===== config.mk =====
export PLATFORM = sky130hd
export DESIGN_NAME = uart_tx_port
export DESIGN_NICKNAME = d
export VERILOG_FILES = /design/src/rtl/uart_tx_port.sv
export SDC_FILE = /design/constraint.sdc
export NUM_CORES = 1
export LEC_CHECK = 0
export BUFFER_PORTS_ARGS = -buffer_cell sky130_fd_sc_hd__buf_2
export CAP_MARGIN = 20
export CORE_UTILIZATION = 55
export DETAILED_ROUTE_END_ITERATION = 8
export GPL_TIMING_DRIVEN = 0
export PLACE_DENSITY_LB_ADDON = 0.25
export REMOVE_ABC_BUFFERS = 1
export SYNTH_ARGS = -nofsm -noshare
export SYNTH_HDL_FRONTEND = slang
export SYNTH_SLANG_ARGS = --single-unit

===== constraint.sdc =====
create_clock -name clk -period 3.16 [get_ports clk]
set_input_delay 0.316 -clock clk [delete_from_list [all_inputs] [get_ports clk]]
set_output_delay 0.316 -clock clk [all_outputs]
set_load 0.1 [all_outputs]

===== src/rtl/uart_tx_port.sv =====
// uart_tx_port: memory-mapped 8N1 UART transmitter with a small transmit FIFO
// and a pollable status register on the 8-bit CPU bus.
module uart_tx_port #(
   parameter int          CLKS_PER_BIT = 16,
   parameter int          FIFO_DEPTH   = 4,
   parameter logic [7:0]  DATA_ADDR    = 8'hF0,
   parameter logic [7:0]  STAT_ADDR    = 8'hF1
) (
   input  logic       clk,
   input  logic       rst,
   input  logic [7:0] addr,
   input  logic       wr_en,
   input  logic       rd_en,
   input  logic [7:0] wdata,
   output logic [7:0] rdata,
   output logic       tx,
   output logic       busy
);
   localparam int AW = $clog2(FIFO_DEPTH);
   localparam int CW = $clog2(FIFO_DEPTH + 1);
   typedef enum logic [1:0] {IDLE, START, DATA, STOP} state_t;
   logic [7:0]    mem [FIFO_DEPTH];
   logic [AW-1:0] wp, rp;
   logic [CW-1:0] count;
   logic          ovf, full, empty, push, pop, last, rd_stat, busy_c;
   state_t        state, state_n;
   logic [7:0]    baud, baud_n, shift, shift_n, status;
   logic [2:0]    bit_idx, bit_n;
   assign full    = count == CW'(FIFO_DEPTH);
   assign empty   = count == '0;
   assign push    = wr_en && addr == DATA_ADDR && !full;
   assign rd_stat = rd_en && addr == STAT_ADDR;
   assign last    = baud == 8'(CLKS_PER_BIT - 1);
   assign busy_c  = state != IDLE || !empty;
   assign status  = {4'b0, ovf, busy_c, empty, full};
   always_comb begin
      state_n = state;
      bit_n   = bit_idx;
      shift_n = shift;
      pop     = 1'b0;
      baud_n  = (state == IDLE || last) ? 8'd0 : baud + 8'd1;
      case (state)
         IDLE: if (!empty) begin
            pop     = 1'b1;
            shift_n = mem[rp];
            state_n = START;
         end
         START: if (last) begin
            state_n = DATA;
            bit_n   = 3'd0;
         end
         DATA: if (last) begin
            shift_n = shift >> 1;
            bit_n   = bit_idx + 3'd1;
            state_n = bit_idx == 3'd7 ? STOP : DATA;
         end
         default: if (last) begin
            pop     = !empty;
            shift_n = empty ? shift : mem[rp];
            state_n = empty ? IDLE : START;
         end
      endcase
   end
   // tx and busy are registered from the current state, so the line lags the
   // FSM by one cycle and busy stays high through the final stop-bit cycle.
   always_ff @(posedge clk) begin
      if (rst) begin
         state   <= IDLE;
         baud    <= '0;
         bit_idx <= '0;
         shift   <= '0;
         wp      <= '0;
         rp      <= '0;
         count   <= '0;
         ovf     <= 1'b0;
         rdata   <= 8'h00;
         tx      <= 1'b1;
         busy    <= 1'b0;
      end else begin
         state   <= state_n;
         baud    <= baud_n;
         bit_idx <= bit_n;
         shift   <= shift_n;
         if (push) mem[wp] <= wdata;
         wp      <= push ? wp + AW'(1) : wp;
         rp      <= pop ? rp + AW'(1) : rp;
         count   <= count + CW'(push) - CW'(pop);
         ovf     <= (ovf && !rd_stat) || (wr_en && addr == DATA_ADDR && full);
         rdata   <= rd_en ? (rd_stat ? status : 8'h00) : rdata;
         tx      <= state == START ? 1'b0 : state == DATA ? shift[0] : 1'b1;
         busy    <= busy_c;
      end
   end
endmodule


==> flow_summary_export.csv, run 1 <==
group,metric,value,unit
synthesis,yosys.area_share.simple,13.6,%
layout,stdcell_area,0.00332,mm²
timing,relSlewSlack,59.9,%
timing,fmax,0.387,GHz
layout,nets,303,
cts,numCtsBuffers,9,
synthesis,seq_area_frac_synth,57.5,%
placement,place_ws,532,ps
worst_setup_path,max_stage_delay,570,ps
layout,drive_gt1_share,19.6,%
worst_setup_path,arrival,2800,ps
worst_setup_path,critPathCaptureType,"flop",
floorplanning,dieHeight,75.4,µm
run_status,status,"finished clean",
synthesis,yosysMostFrequentCell,"dfxtp_1",
worst_setup_path,path_common_cell,"xor2_1",
synthesis,synthAdderAreaFrac,5.75,%
timing,finalCriticalPeriod,2590,ps
worst_setup_path,path_cells,"or4_4 > o32ai_2 > xor2_1 > ha_1 > inv_1 > fa_1 > xor2_1 > xnor2_1 > nor2_1",
detailed_routing,vias_per_cell,5.24,
power_and_ir_drop,leakagePower,1.28,nW
layout,multi_input_area,0.00118,mm²
min_path,min_delay_path_depth,1,
detailed_routing,drt_iter0_markers,106,
cts,clkSlewWorstSetupHoldPaths,80,ps
synthesis,netlist_area,0.00296,mm²
synthesis,syn_area_per_cell,12.2,µm²
synthesis,netlist_instances,243,
worst_setup_path,crit_slowest_cell,"or4_4",
timing,rsz0062_at_grt,"false",
min_path,min_to,"mem[3][4]",
cts,cts_tree,"built",
floorplanning,initial_core_util,57.6,%
power_and_ir_drop,p_per_area,800,mW/mm²
worst_setup_path,r2r-start,"baud[5]",
power_and_ir_drop,peakVddDrop,0.000446,V
min_path,hold_start,"wdata[4]",
timing,worst_slack,573,ps
synthesis,synth_area_leaders,"edfxtp_1, dfxtp_1, mux4_2, ha_1, mux2i_1",
timing,finalCritPeriodShare,81.9,%
timing,setup_viol,0,
detailed_routing,first_pass_iters,4,
layout,fillers,415,
synthesis,synth_top_flop_cell,"dfxtp_1",
detailed_routing,wl_per_cell,14.5,µm
grt,overflow,0,
layout,antenna_cells,0,
floorplanning,rows,26,
synthesis,synthDistinctLibCells,41,
worst_setup_path,worstSetupStartpointType,"flop",
floorplanning,core_region_area,0.00514,mm²
placement,gp_congestion,0.762,
timing,clock-skew-final,6.60,ps
worst_setup_path,r2r.worst_path.cells,9,
synthesis,synth_compound_area_share,7.52,%
detailed_routing,wirelength,4.99,mm
cts,cts_resized,0,
worst_setup_path,worstPathRequired,3380,ps
cts,h-tree-depth,3,
grt,grt_pass1_vias,1746,
worst_setup_path,worstPathMaxFanout,4,
synthesis,synth_top_family_by_area,"simple AND/OR/NAND/NOR gates",
cts,worst_skew_pair.late_latency,340,ps
synthesis,ys_warn_count,0,
grt,grt_pass1_wl,8.23,mm
synthesis,synth_mux_area_share,9.13,%
layout,ff_latch_area,0.00170,mm²
layout,area_delta_synth_final,12.3,%
detailed_routing,drc,0,
floorplanning,die_w,75.4,µm
job,drv_cap,0,
grt,grt_max_degree,24,
floorplanning,num_io_pins,30,
worst_setup_path,critical_path_class,"flop to flop",
timing,setup_tns,0,ps
synthesis,synth_xor_area_share,3.25,%
synthesis,synth-edff-count,32,
cts,cts-root-to-sink-buffers,2,
detailed_routing,ant_nets,0,
cts,cts_setup_buffers,0,
timing,drv_slew,0,
placement,io_buffers,25,
placement,dpl_cell_area,0.00312,mm²
layout,utilization,64.7,%
cts,root_buffer,"clkbuf_8",
cts,ctsHoldBuffers,0,
timing,worstMarginPinSlew,600,ps
placement,dp_hpwl,3.36,mm
detailed_routing,vias,1809,
grt,antenna_found_initial,0,
synthesis,synth_async_sr_flop_share,0,%
synthesis,synth_top_area_share,32.4,%
cts,cts_sinks,69,
worst_setup_path,r2r_setup_slack,570,ps
grt,grt_usage,20.4,%
min_path,hold_class,"primary input to flop",
synthesis,synth.largest_area_cell,"edfxtp_1",
worst_setup_path,worstReg2RegEnd,"count[2]",
timing,hold_viol_final,0,
synthesis,synthTopCellsByCount,"dfxtp_1, edfxtp_1, nor2_1",
floorplanning,die_area,0.00568,mm²
synthesis,ys_seq_elements,69,
sequential cells by signal, summed over array words and instances, names as in the netlist, named ones only:
register / count
baud: 8
ovf: 1
mem: 32
bit_idx: 3
rdata: 4
rp: 2
wp: 2
count: 3
tx: 1
busy: 1
state: 2
shift: 8
placed cells by master, fill, tap and decap left out, types with 9 or more instances in the layout:
| master | Yosys | final |
|---|---|---|
| clkbuf_8 | 0 | 9 |
| dfxtp_1 | 37 | 37 |
| edfxtp_1 | 32 | 32 |
| buf_2 | 1 | 25 |
| nor2_1 | 24 | 24 |
| nand2_1 | 11 | 11 |
| ha_1 | 12 | 12 |
| a21oi_1 | 12 | 12 |
| mux2i_1 | 9 | 9 |
worst max-delay path by stage:
stage	startpoint	endpoint	slack [ps]
after CTS	baud[5]	count[2]	550
after global placement	addr[1]	count[2]	630
final	baud[5]	count[2]	570
after global routing	baud[5]	count[2]	420
after detailed placement	addr[1]	count[2]	530
after floorplan	baud[5]	count[2]	800
critical path: cells and delay by family, from the launching register on:
kind	cells	cell delay (ps)
xor gates and xnor gates	3	510
DFF	1	340
buffers and inverters	1	50
and+or+nand+nor	2	620
AOI/OAI and AO/OA	1	400
adders and majority gates	2	540
logic make-up (layout without fill, tap and decap cells):
logic type,count (synthesis),in the layout
AND/OR/NAND/NOR,76,76
flip-flops,69,69
AO/OA/AOI/OAI,35,35
buffers and inverters,20,49
multiplexers,18,18
adder cells (fa/ha/maj),13,13
XOR/XNOR,11,11
other,1,4
stage by stage:
step | hold slack [ps] | power (mW) | std cells
2_1_floorplan | 383 | 1.78 | 234
3_3_place_gp | 427 | 1.92 | 329
3_5_place_dp | 431 | 1.94 | 329
4_1_cts | 163 | 2.69 | 345
5_1_grt | 169 | 2.82 | 345
6_report | 187 | 2.66 | 345
power by group:
group	internal [mW]	switching (mW)
logic	0.329	0.448
clock network	0.377	0.361
registers	1.04	0.105
total	1.75	0.914
area by class of cell:
| class | count | area share [%] |
|---|---|---|
| Clock inverter | 7 | 2.41 |
| Tap cell | 70 | 2.63 |
| Multi-Input combinational cell | 157 | 35.4 |
| Clock buffer | 9 | 3.73 |
| Sequential cell | 69 | 51.2 |
| Inverter | 8 | 0.903 |
| Timing Repair Buffer | 25 | 3.76 |
per-layer routing:
layer  up-vias  global-route usage (%)  wire length, µm
li1        927                       -                -
met1       844                    26.3             2410
met2        32                    31.1             2370
met3         6                    8.33              157
met4         0                    7.41               59
met5         -                       0                0
Power figures use the tool's default switching activity.
==> run 2: changes to the inputs <==
Settings changed: CORE_UTILIZATION 55 to 52.
Clock period 3.16 ns to 2.34 ns, I/O delays scaled along.
==> flow_summary_export.csv, run 2 (same netlist as run 1, synthesis figures left out) <==
group,metric,value,unit
run_status,status,"complete, but fails checks",
run_status,violations,"negative setup slack",
worst_setup_path,worstSetupStartpointType,"flop",
cts,clkSlewWorstSetupHoldPaths,90,ps
worst_setup_path,crit_slowest_cell,"or4_4",
min_path,min_delay_path_depth,1,
timing,worst_hold_slack,96.5,ps
detailed_routing,drc,0,
detailed_routing,vias,1848,
detailed_routing,wirelength,4.86,mm
worst_setup_path,path_common_cell,"xor2_1",
cts,cts-root-to-sink-buffers,2,
grt,grt_pass1_vias,1814,
cts,worst_skew_pair.late_latency,350,ps
floorplanning,die_area,0.00600,mm²
layout,antenna_cells,0,
timing,setup_tns,-43.2,ps
layout,reg.largest.list,"mem x32, baud x8, shift x8",
timing,worstMarginPinSlew,594,ps
worst_setup_path,path_cells,"or4_4 > o32ai_4 > xor2_1 > ha_1 > inv_1 > fa_2 > xor2_1 > xnor2_1 > nor2_1",
worst_setup_path,crit_cells,9,
layout,nets,305,
detailed_routing,ant_nets,0,
floorplanning,dieHeight,77.5,µm
timing,fmax,0.420,GHz
timing,finalCriticalPeriod,2380,ps
timing,rsz0062_at_grt,"true",
timing,finalCritPeriodShare,102,%
floorplanning,initial_core_util,53.8,%
detailed_routing,drt_iter0_markers,114,
worst_setup_path,critPathCaptureType,"flop",
power_and_ir_drop,leakagePower,1.29,nW
worst_setup_path,worstPathMaxFanout,3,
power_and_ir_drop,power,3.56,mW
floorplanning,num_io_pins,30,
placement,dp_hpwl,3.32,mm
timing,clock-skew-final,7.11,ps
worst_setup_path,arrival,2620,ps
detailed_routing,first_pass_iters,4,
layout,largest_reg_flops,32,
cts,root_buffer,"clkbuf_8",
worst_setup_path,max_stage_delay,570,ps
cts,cts_tree,"built",
detailed_routing,vias_per_cell,5.30,
timing,hold_viol_final,0,
worst_setup_path,r2r.worst_path.cells,9,
grt,antenna_found_initial,0,
timing,worst_slack,-43.2,ps
grt,grt_usage,18.5,%
grt,gr-max-usage-layer,"met2",
timing,drv_slew,0,
worst_setup_path,worstPathRequired,2570,ps
worst_setup_path,cpLargestDelayFamily,"simple AND/OR/NAND/NOR gates",
grt,grt_pass1_wl,8.40,mm
layout,utilization,60.7,%
layout,final_common_cell,"dfxtp_1",
cts,numCtsBuffers,9,
timing,setup_viol,1,
grt,overflow,0,
grt,grt_max_degree,24,
placement,gp_congestion,0.724,
worst_setup_path,critical_path_class,"flop to flop",
timing,relSlewSlack,60.4,%
grt,grt.met3_usage,4.47,%
job,drv_cap,0,
floorplanning,core_region_area,0.00551,mm²
placement,io_buffers,25,
layout,layout_common_cells,"dfxtp_1, edfxtp_1, buf_2",
detailed_routing,wl_per_cell,13.9,µm
power_and_ir_drop,p_per_area,1070,mW/mm²
grt,use_met1,23.6,%
min_path,hold_class,"primary input to flop",
layout,area_delta_synth_final,12.9,%
worst_setup_path,critPathBufInv,1,
layout,drive_gt1_share,21.3,%
floorplanning,rows,27,
layout,top_register,"mem",
cts,h-tree-depth,3,
power_and_ir_drop,peakVddDrop,0.000601,V
grt,grt_util_met2,29.1,%
cts,cts_sinks,69,
floorplanning,die_w,77.5,µm
run 2: path summary, 6_finish.rpt:
check | start | to | slack [ps]
setup reg to reg | baud[7] | count[2] | -40
hold / removal | wdata[4] | mem[2][4] | 100
setup / recovery | baud[7] | count[2] | -40
hold reg to reg | baud[0] | baud[0] | 440
run 2: repair_timing:
| action | in CTS | in global routing |
|---|---|---|
| hold buffers | 0 | 0 |
| pin swaps | 2 | 2 |
| buffers inserted | 2 | 0 |
| endpoints found under the setup margin | 1 | 2 |
| gates resized for setup | 4 | 0 |
| gates cloned | 0 | 0 |
run 2: cell type report:
class | count | area, µm²
inverter | 8 | 30.0
timing repair buffer | 27 | 140
tap | 72 | 90.1
sequential | 69 | 1700
fill | 454 | 2160
multi-input combinational | 157 | 1190
clock buffer | 9 | 124
clock inverter | 7 | 65.1
run 2: worst reg2reg max path: cells and delay by family (launching register included):
family	cells	cell delay, ps
buffers and inverters	1	50
DFF	1	340
and+or+nand+nor	2	620
AOI/OAI and AO/OA	1	310
xor gates and xnor gates	3	470
adders and majority gates	2	490
run 2: metrics by stage:
step,worst slack (ps),std cells,instance area [µm²]
CTS,-62.1,349,3340
global placement,-167,331,3120
finish,-43.2,349,3340
detailed placement,-194,331,3120
floorplan,-18.4,234,2910
global route,-207,349,3340
run 2: report_power, final:
group / total (mW) / leakage [nW] / switching (mW) / internal [mW]
Combinational: 1.09 / 0.601 / 0.615 / 0.478
Clock: 0.925 / 0.0947 / 0.513 / 0.412
Sequential: 1.54 / 0.590 / 0.140 / 1.40
run 2: routing by layer:
metal  share of wire (%)  vias up  wire, µm
met5                   0        -         0
met1                  48      877      2340
li1                    -      932         -
met2                  47       30      2270
met3                 2.7        9       133
met4                 2.4        0       116
